## src/rtl/down_count_pkg.sv

```systemverilog
// Shared constants for the loadable down-counter/timer.
// State encoding and default width used by down_count_timer and down_cnt_core.
package down_count_pkg;

   localparam int unsigned DEFAULT_WIDTH = 2;

   typedef logic [1:0] state_t;

   localparam state_t IDLE   = 2'd0;
   localparam state_t RUN    = 2'd1;
   localparam state_t EXPIRE = 2'd2;

endpackage

```

## src/rtl/down_cnt_core.sv

```systemverilog
// WIDTH-bit count register with synchronous clear, load and a decrement that
// never goes below zero. Reports its value and whether it currently equals one.
module down_cnt_core
   import down_count_pkg::*;
#(
   parameter int unsigned WIDTH = DEFAULT_WIDTH
) (
   input  logic             clk,
   input  logic             rst,
   input  logic             load,
   input  logic [WIDTH-1:0] load_val,
   input  logic             dec,
   output logic [WIDTH-1:0] value,
   output logic             is_one
);

   logic [WIDTH-1:0] value_q, value_d;

   always_comb begin
      value_d = value_q;
      if (load) begin
         value_d = load_val;
      end else if (dec && (value_q != '0)) begin
         value_d = value_q - WIDTH'(1);
      end
   end

   always_ff @(posedge clk) begin
      if (rst) begin
         value_q <= '0;
      end else begin
         value_q <= value_d;
      end
   end

   assign value  = value_q;
   assign is_one = (value_q == WIDTH'(1));

endmodule

```

## src/rtl/down_count_timer.sv

```systemverilog
// Loadable down-counter/timer with a one-cycle terminal-count pulse.
// Define DOWN_COUNT_TIMER_AUTO_RELOAD_EN to restart from the reload value after expiry.
module down_count_timer
   import down_count_pkg::*;
#(
   parameter int unsigned WIDTH = DEFAULT_WIDTH
) (
   input  logic             clk,
   input  logic             rst,
   input  logic             load,
   input  logic [WIDTH-1:0] load_val,
   input  logic             en,
   output logic [WIDTH-1:0] CNT,
   output logic             tc,
   output logic             busy
);

   state_t           state_q, state_d;
   logic [WIDTH-1:0] reload_q, reload_d;
   logic [WIDTH-1:0] core_val;
   logic             core_load;
   logic             core_dec;
   logic             cnt_is_one;
   logic             reload_fire;

`ifdef DOWN_COUNT_TIMER_AUTO_RELOAD_EN
   assign reload_fire = (state_q == EXPIRE) && (reload_q != '0) && !load;
`else
   // Single-shot build: reload register is kept for visibility but never read back.
   logic unused_reload;
   assign reload_fire   = 1'b0;
   assign unused_reload = ^reload_q;
`endif

   // An external load always beats the decrement and any auto-reload.
   assign core_load = load | reload_fire;
   assign core_val  = load ? load_val : reload_q;
   assign core_dec  = (state_q == RUN) && en && !load;
   assign reload_d  = load ? load_val : reload_q;

   always_comb begin
      state_d = state_q;
      if (load) begin
         state_d = (load_val != '0) ? RUN : EXPIRE;
      end else begin
         case (state_q)
            IDLE:    state_d = IDLE;
            RUN:     state_d = (en && cnt_is_one) ? EXPIRE : RUN;
            EXPIRE:  state_d = reload_fire ? RUN : IDLE;
            default: state_d = IDLE;
         endcase
      end
   end

   always_ff @(posedge clk) begin
      if (rst) begin
         state_q  <= IDLE;
         reload_q <= '0;
      end else begin
         state_q  <= state_d;
         reload_q <= reload_d;
      end
   end

   down_cnt_core #(
      .WIDTH(WIDTH)
   ) u_core (
      .clk     (clk),
      .rst     (rst),
      .load    (core_load),
      .load_val(core_val),
      .dec     (core_dec),
      .value   (CNT),
      .is_one  (cnt_is_one)
   );

   assign tc   = (state_q == EXPIRE);
   assign busy = (state_q == RUN);

   // Count is nonzero exactly while running.
   a_run_nonzero : assert property (@(posedge clk) disable iff (rst)
      (state_q == RUN) |-> (CNT != '0));
   a_idle_zero : assert property (@(posedge clk) disable iff (rst)
      (state_q != RUN) |-> (CNT == '0));
   a_state_legal : assert property (@(posedge clk) disable iff (rst)
      (state_q != 2'd3));

endmodule

```

## config.mk

```make
export PLATFORM = sky130hd
export DESIGN_NAME = down_count_timer
export DESIGN_NICKNAME = d
export VERILOG_FILES = /design/src/rtl/down_count_pkg.sv /design/src/rtl/down_cnt_core.sv /design/src/rtl/down_count_timer.sv
export SDC_FILE = /design/constraint.sdc
export NUM_CORES = 1
export LEC_CHECK = 0
export CAP_MARGIN = 0
export CORE_AREA = 2 2 39 41
export CTS_CLUSTER_SIZE = 14
export DETAILED_ROUTE_END_ITERATION = 10
export DIE_AREA = 0 0 41 43
export PLACE_DENSITY_LB_ADDON = 0.1
export SETUP_SLACK_MARGIN = 0.1
export SLEW_MARGIN = 30
export SYNTH_ARGS = -nofsm -noshare
export SYNTH_HDL_FRONTEND = slang
export SYNTH_SLANG_ARGS = --single-unit
```

## constraint.sdc

```tcl
create_clock -name clk -period 2.3 [get_ports clk]
set_input_delay 0.575 -clock clk [delete_from_list [all_inputs] [get_ports clk]]
set_output_delay 0.575 -clock clk [all_outputs]
set_load 0.02 [all_outputs]
```

; Word level (Yosys, flattened, before mapping)
; Cells that the tools add are included.
[totals]
regBits = 4
in_bits = 6
output_inout_bits = 4
elab_cells = 20
[classes]
n_addsub = 1
eq_ne = 3
n_mux = 6
n_reduce_logical = 8
[op_table]
columns = op, count
row1 = $mux W2, 6
row2 = $reduce_bool A2 Y1, 3
row3 = $eq A2 B1 Y1 const B, 2
row4 = $logic_and A1 B1 Y1, 4
row5 = $eq A2 B2 Y1 const B, 1
row6 = $sub A2 B1 Y2 const B, 1
row7 = $logic_not A1 Y1, 1

; Longest topological paths before layout
; Gate-level depths: netlist of the first run.
[depth]
depth_word = 6
mapped_depth = 5
depth_no_buf = 5

; By module
; From an unflattened synthesis of the first run, not the netlist that was laid out.
[hier_totals]
cells_unflattened = 33
area_unflattened_um2 = 332.8
[by_module_without_submodules]
columns = mod, instances, cells_per_inst, area_per_inst_um2, seq_area_each_um2
row1 = down_count_timer, 1, 18, 193.9, 80.1
row2 = down_cnt_core, 1, 15, 138.9, 40.0

; Worst setup path before layout of the first run
; OpenSTA, ideal clock, no wires.
[synth_timing]
path_type = register to register
from = register u_core.value_q[0] (netlist: u_core.value[0])
to = register u_core.value_q[0] (netlist: u_core.value[0])
setup_ns = 0.079
arrival_time_ns = 1.322
required_ns = 2.221
setup_slack_ns = 0.898
path_stages_with_launch = 6
path_buffers = 0
period_less_slack_ns = 1.402
cell_sequence = dfxtp_1 inv_1 ha_1 and4bb_4 xnor2_1 a211oi_2
[synth_between]
elab_chain_cells = 3
word_cells_on_any_way = 6
classes_between = add/sub: 1 / mux: 2 / reduce/logical: 3
[synth_rtl]
columns = element, line_no
row1 = "start, declared", down_cnt_core.sv:17  ; logic [WIDTH-1:0] value_q, value_d;
row2 = "start signal, assigned", down_cnt_core.sv:32  ; value_q <= value_d;
row3 = $sub A2 B1 Y2 or $reduce_bool A2 Y1 (tied branches), "down_cnt_core.sv:24, down_cnt_core.sv:23"
row4 = $mux W2 or $logic_and A1 B1 Y1 (tied branches), down_cnt_core.sv:23  ; end else if (dec && (value_q != '0)) begin
row5 = $mux W2 or $reduce_bool A2 Y1 (tied branches), -
; Parallel ways exist; a longest one is shown, timed or not. The select of a mux whose other input is x is not followed.
; A chain may end at the register's enable or synchronous reset.

; Worst setup path after layout of the first run
[layout_timing]
from = register state_q[0]
to = output port busy
[layout_between]
elab_chain_cells = 1
[layout_rtl]
columns = element, line_no
row1 = "start, declared", down_count_timer.sv:18  ; state_t state_q, state_d;
row2 = "start signal, assigned", down_count_timer.sv:60  ; state_q <= state_d;
row3 = $eq A2 B1 Y1, down_count_timer.sv:78  ; assign busy = (state_q == RUN);
row4 = "end, declared", down_count_timer.sv:15  ; output logic busy
; Every way passes these cells.

==> flow_summary.ini, run 1 <==
[job]
maxCapViolCount = 0

[layout]
diodes = 0
syn_to_final_growth_pct = 56.7
layout-drive-gt1-share_pct = 12.8
finalNetCount = 49
fin_util_pct = 26.5

[clock_tree]
clkSinkCount = 4
cts_buffers = 3
cts_setup_buffers = 0
htreeDepth = 1
clkTransAtPathRegs_ns = 0.04
insertion_delay_ns = 0.24
postCtsHoldBufs = 0
cts_root_buf = clkbuf_4
cts_tree = yes
cts.repair.resized = 0
cts_max_path_buffers = 2

[floorplan]
rows = 14
die-area_sq_mm = 0.00176
num_io_pins = 10
die_x_um = 41
design.core.area_sq_mm = 0.00138
die_h_um = 43
start_util_pct = 16.9

[yosys]
synth_edf_count = 0
syn_area_sq_um = 234
yosys_warnings = 0
ys_seq_elements = 4
async_reset_ff_share_pct = 0
syn_nets = 35
synth_cells = 27
syn_area_per_cell_sq_um = 8.67
synth_flop_cell = dfxtp_1
synth.yosys.seq_area_share_pct = 34.2
synthDistinctLibCells = 16

[power_and_ir_drop]
ir_worst_vdd_v = 0.000225
power.density_mw_per_mm2 = 572
p_leak_uw = 0.000134

[min_path]
hp-class = flop to flop

[global_route]
grt-ovfl-total = 0
grt_max_degree = 7
grt_pass1_vias = 190
grt_use_total_pct = 7.81
grt_pass1_wl_um = 821
antenna_found_initial = 0

[route]
drtPass1Iterations = 2
via_per_inst = 4.13
drt_iter0_drc = 6
detail-route-antenna-nets = 0
finalWirelength_um = 533
wire_per_inst_um = 9.69
vias = 227
drc = 0

[sta]
tns_ns = 0
final.period_utilization_pct = 86.9
final.min_clock_period_ns = 2.00
setup_violations = 0
hold_viol_final = 0
rsz0062_at_grt = no
fin_worst_skew_ns = 0.00410
worst_slack_ns = 0.302
fmax_ghz = 0.500
max_slew_margin_pct = 85.2
slew_violations = 0
worstMarginPinSlew_ns = 0.222

[placed_design]
io_buffers = 9
hpwl_um = 427
pre_cts_ws_ns = 0.552
gp_congestion = 0.687

[critical_path]
worstSetupEndpointType = output pin
arrival_ns = 1.42
worst-path-max-fanout = 3
critPathLaunchType = flop
crit_type = flop to output pin
reg2reg_slack_ns = 0.94
required_ns = 1.73

[outcome]
status = finished clean
## path summary, 6_finish.rpt
check                         end  cells after the start             from
setup / recovery             busy                      2       state_q[0]
hold / removal         state_q[0]                      3       state_q[1]
setup reg to reg  u_core.value[0]                      5  u_core.value[0]
hold reg to reg        state_q[0]                      3       state_q[1]
## metrics by stage
step                      instances  area [sq um]  power, uW  hold WS, ns
after global routing             55           367        223        0.651
after global placement           52           344        123        0.608
after detailed placement         52           344        123        0.603
after CTS                        55           367        215        0.604
after floorplan                  27           234       99.6        0.626
final                            55           367        210        0.594
## state kept, by name, summed over array words and instances, names as in the netlist
| name | flops |
|---|---|
| state_q | 2 |
| u_core.value | 2 |
## Yosys cell counts (2+ instances only)
cell,count,area share (%)
or3_1,2,5.3
nor2b_1,2,5.3
nand2_1,3,4.8
inv_1,3,4.8
a21oi_1,2,4.3
dfxtp_1,4,34
ha_1,2,11
## logic make-up (layout without fill, tap and decap cells)
logic type	Yosys count	in the layout	synth area share, %
xor gates and xnor gates	1	1	3.74
AOI/OAI and AO/OA	5	5	15.5
and+or+nand+nor	12	12	31.0
buffers and inverters	3	15	4.81
DFF	4	4	34.2
adders and majority gates	2	2	10.7
## report_power, final
part	total [uW]	internal (uW)	switching [uW]	leakage [uW]
combinational	44.1	23.8	20.3	0.0000875
clock	88.2	58.4	29.8	0.0000138
sequential	77.4	74.1	3.34	0.0000330
## critical path, stage by stage, from the launching register on
cell and delay (ns):
dfxtp_1 0.33, nor2b_1 0.21, clkdlybuf4s50_1 0.64
## final cells by class
cell class | count | area, sq um
clock buffer | 3 | 22.5
timing repair buffer | 9 | 90.1
fill | 160 | 1020
tap | 16 | 20.0
multi-input combinational | 20 | 143
inverter | 3 | 11.3
sequential | 4 | 80.1
## per-layer routing
metal	share of wire, %	wire length [um]	GRT usage [%]	vias up
met1	49	261	9.24	98
met3	7.3	39	4.71	0
met4	0	0	8.00	0
met2	44	232	8.75	7
met5	0	0	0	-
li1	-	-	-	122
## cells in the final DEF (no fill, tap or decap)
master	instances
o221ai_1	1
or3_1	2
clkdlybuf4s50_1	9
nand3_1	1
o21ai_0	1
clkbuf_4	3
a211oi_2	1
and4bb_4	1
dfxtp_1	4
inv_1	3
nand4_1	1
nor3_1	1
nor2_1	1
nand2_1	3
ha_1	2
a21oi_1	2
xnor2_1	1
nor2b_1	2
Power figures use the tool's default switching activity.
==> run 2, diff against run 1 <==
Settings changed: CTS_BUF_LIST set to sky130_fd_sc_hd__clkbuf_16, DONT_BUFFER_PORTS set to 1.
==> run 2 against run 1 <==
Against the previous run:
- global-route usage increased by 0.53 points
- maximum frequency increased by 25%
- hold slack got worse by 0.18 ns
- utilization decreased by 2.7 points
- critical endpoint unchanged
- largest cell class unchanged
==> flow_summary.ini, run 2 (synthesis results as in run 1) <==
[layout]
syn_to_final_growth_pct = 40.6
layout-drive-gt1-share_pct = 16.7
final_cell_mix = dfxtp_1 (4), inv_1 (3), nand2_1 (3), clkbuf_16 (3)
layout_commonest_cell = dfxtp_1
diodes = 0
finalNetCount = 40

[sta]
fin_hold_ws_ns = 0.410
worstMarginPinSlew_ns = 0.528
fin_worst_skew_ns = 0.000412
hold_viol_final = 0
rsz0062_at_grt = no
setup_violations = 0
final.min_clock_period_ns = 1.60
worst_slack_ns = 0.700
max_slew_margin_pct = 64.7
final.period_utilization_pct = 69.6
tns_ns = 0
fmax_ghz = 0.625
slew_violations = 0

[outcome]
status = finished clean

[global_route]
grt-ovfl-total = 0
grt_pass1_vias = 194
antenna_found_initial = 0
grt_pass1_wl_um = 855
grt_use_total_pct = 8.33
grt_max_degree = 7

[route]
detail-route-antenna-nets = 0
wire_per_inst_um = 11.9
vias = 200
drc = 0
drtPass1Iterations = 3
drt_iter0_drc = 2
via_per_inst = 4.35
finalWirelength_um = 547

[min_path]
hp-class = primary input to flop
hold_depth = 1
hold_end = u_core.value[0]
hp-start = rst

[clock_tree]
cts_tree = yes
htreeDepth = 1
cts_max_path_buffers = 2
insertion_delay_ns = 0.22
clkTransAtPathRegs_ns = 0.03
cts_setup_buffers = 0
clkSinkCount = 4
cts_root_buf = clkbuf_16
postCtsHoldBufs = 0
cts_buffers = 3
cts.repair.resized = 0

[placed_design]
hpwl_um = 442
io_buffers = 0
gp_congestion = 0.724
pre_cts_ws_ns = 0.826

[critical_path]
arrival_ns = 1.02
crit_chain = nor2b_1
critPathLaunchType = flop
r2r-end = u_core.value[0]
reg2reg_slack_ns = 0.82
crit_type = flop to output pin
worst-path-max-fanout = 3
crit_path_max_incr_delay_ns = 0.46
path_buf_inv = 0
r2r-start = u_core.value[0]
worstSetupEndpointType = output pin
cp_slowest_cell = nor2b_1
critical-path-top-delay-family = simple AND/OR/NAND/NOR gates
reg2reg_depth = 5
required_ns = 1.73

[floorplan]
start_util_pct = 16.9
die-area_sq_mm = 0.00176
rows = 14
die_h_um = 43
num_io_pins = 10
die_x_um = 41
design.core.area_sq_mm = 0.00138

[power_and_ir_drop]
ir_worst_vdd_v = 0.000295
p_int_uw = 306
p_seq_share_pct = 21.6
power_frac_comb_pct = 5.7
netSwitchingPower_uw = 68.1
p_sw_share_pct = 18.2
power_frac_clock_pct = 72.7
p_leak_uw = 0.000124
power.density_mw_per_mm2 = 1140

[job]
maxCapViolCount = 0
run 2: power by group through the flow:
stage | Combinational (uW) | Sequential (uW) | Clock [uW]
global placement | 22.2 | 82.0 | 0
detailed placement | 21.5 | 82.1 | 0
finish | 21.2 | 81.0 | 272
floorplan | 18.6 | 81.0 | 0
CTS | 21.5 | 81.1 | 275
global route | 24.1 | 81.7 | 282
run 2: worst max path at each step:
stage                          startpoint         endpoint  slack [ns]  depth (start not counted)
after CTS                      state_q[0]             busy        0.69                          1
after detailed placement  u_core.value[0]  u_core.value[0]        0.83                          5
final                          state_q[0]             busy        0.70                          1
after global routing           state_q[0]             busy        0.64                          1
after global placement    u_core.value[0]  u_core.value[0]        0.83                          5
after floorplan           u_core.value[0]  u_core.value[0]        0.90                          5
run 2: layout make-up:
class	instances	area [sq um]
inverters	3	11.3
clock buffers	3	75.1
fillers	154	1050
multi-input cells	20	143
well taps	16	20.0
flip-flops and latches	4	80.1
run 2: stage by stage:
step	utilization, %	area (sq um)	total power (uW)	cells
2_1_floorplan	-	234	99.6	27
3_3_place_gp	18.4	254	104	43
3_5_place_dp	18.4	254	104	43
4_1_cts	23.8	329	378	46
5_1_grt	23.8	329	388	46
6_report	23.8	329	374	46
run 2: per-layer routing:
layer	track usage, %	up-vias	routed length [um]
li1	-	101	-
met1	9.97	83	230
met2	7.81	12	211
met3	6.28	4	83
met4	10.0	0	21
met5	0	-	0
==> run 3, diff against run 2 <==
Clock period 2.3 ns to 1.4 ns, I/O delays scaled along.
==> run 3 against run 2 <==
Against the previous run:
- sequential power up 56%
- first-iteration DRC count grew to 4.0 times the previous value
- via count rose by 10%
- highest routed layer unchanged
- clock power is 67% higher
- power increased by 68%
- critical endpoint is now tc
- setup slack lost 0.58 ns
- critical path type unchanged
- hold slack got worse by 0.23 ns
- largest power group unchanged
==> flow_summary.ini, run 3 (synthesis results as in run 1) <==
[placed_design]
gp_congestion = 0.689
placed_area_sq_um = 282
hpwl_um = 437
io_buffers = 0

[job]
maxCapViolCount = 0

[route]
finalWirelength_um = 532
drc = 0
wire_per_inst_um = 10.6
drtPass1Iterations = 4
vias = 220
drt_iter0_drc = 8
via_per_inst = 4.40
detail-route-antenna-nets = 0

[sta]
fmax_ghz = 0.780
hold_viol_final = 0
max_slew_margin_pct = 72.7
worstMarginPinSlew_ns = 0.408
rsz0062_at_grt = yes
final.min_clock_period_ns = 1.28
tns_ns = 0
slew_violations = 0
fin_worst_skew_ns = 0.00453
setup_violations = 0
final.period_utilization_pct = 91.6

[critical_path]
r2r-start = u_core.value[1]
path_buf_inv = 0
crit_chain = nor2b_1
reg2reg_slack_ns = 0.16
worstSetupPathDepth = 1
worstSetupEndpointType = output pin
critical-path-top-delay-family = simple AND/OR/NAND/NOR gates
required_ns = 1.05
r2r-end = u_core.value[0]
crit_path_max_incr_delay_ns = 0.38
cp_slowest_cell = nor2b_1
crit_start = state_q[1]
arrival_ns = 0.93
reg2reg_depth = 5
crit_end = tc
critPathLaunchType = flop
crit_type = flop to output pin
worst-path-max-fanout = 3

[floorplan]
start_util_pct = 16.9
die_x_um = 41
num_io_pins = 10
die_h_um = 43
rows = 14
design.core.area_sq_mm = 0.00138
die-area_sq_mm = 0.00176

[global_route]
grt_use_total_pct = 8.03
grt_max_degree = 7
antenna_found_initial = 0
grt-ovfl-total = 0
grt_pass1_vias = 196
grt_pass1_wl_um = 814

[layout]
layout-drive-gt1-share_pct = 32.4
layout_commonest_cell = inv_1
fill_cells = 149
fin_area_sq_um = 363
final_cell_mix = inv_1 (4), nand2_1 (3), clkbuf_16 (3), buf_4 (3)
finalNetCount = 43
diodes = 0
syn_to_final_growth_pct = 55.1

[clock_tree]
postCtsHoldBufs = 0
cts_root_buf = clkbuf_16
clkSinkCount = 4
cts_tree = yes
cts_max_path_buffers = 2
insertion_delay_ns = 0.23
clkTransAtPathRegs_ns = 0.03
htreeDepth = 1
cts_buffers = 3

[power_and_ir_drop]
power.density_mw_per_mm2 = 1740
p_leak_uw = 0.000146
total_power_uw = 630
ir_worst_vdd_v = 0.00103

[min_path]
hp-class = primary input to flop

[outcome]
status = finished clean
-- run 3: power breakdown --
part           switching (uW)  internal (uW)  total [uW]
Sequential               3.78            122         126
Clock                    84.1            369         453
Combinational            27.6           24.1        51.7
-- run 3: how the worst min path moves through the flow --
stage	start	endpoint	slack, ns	depth (start not counted)
floorplan	rst	u_core.value[0]	0.41	1
global placement	rst	u_core.value[0]	0.41	1
detailed placement	rst	u_core.value[0]	0.41	1
global route	rst	u_core.value[0]	0.18	1
CTS	rst	u_core.value[0]	0.18	1
finish	rst	u_core.value[0]	0.18	1
-- run 3: metrics by stage --
step	setup WS [ns]	hold slack [ns]	utilization, %	std cells
after global placement	0.112	0.411	20.3	46
after detailed placement	0.111	0.411	20.3	46
final	0.118	0.177	26.2	50
after CTS	0.0998	0.176	26.2	50
after global routing	0.0849	0.179	26.2	50
after floorplan	0.121	0.405	-	27
-- run 3: repair_timing --
item,4_1_cts,5_1_grt
gates resized for setup,1,0
endpoints found under the setup margin,1,3
gates cloned,0,0
pin swaps,0,1
setup buffers,0,0
-- run 3: metal layers --
metal / track usage [%] / up-vias / wire length [um]
met1: 10.6 / 96 / 225
met2: 6.56 / 11 / 183
met4: 14.0 / 0 / 41
met5: 0 / - / 0
li1: - / 109 / -
met3: 2.62 / 4 / 82
-- run 3: worst reg2reg max path, cell delays in order (launching register included) --
cell      delay, ns
dfxtp_2        0.31
inv_1          0.06
ha_1           0.18
and4bb_4       0.35
xnor2_1        0.13
a211oi_2       0.08
-- run 3: area by class of cell --
cell class              instances  area, sq um  area share [%]
multi-input cells              20          145            40.0
repair buffers                  3         22.5            6.21
well taps                      16         20.0            5.52
inverters                       3         11.3            3.10
flip-flops and latches          4         85.1            23.4
clock inverters                 1         3.75            1.03
clock buffers                   3         75.1            20.7
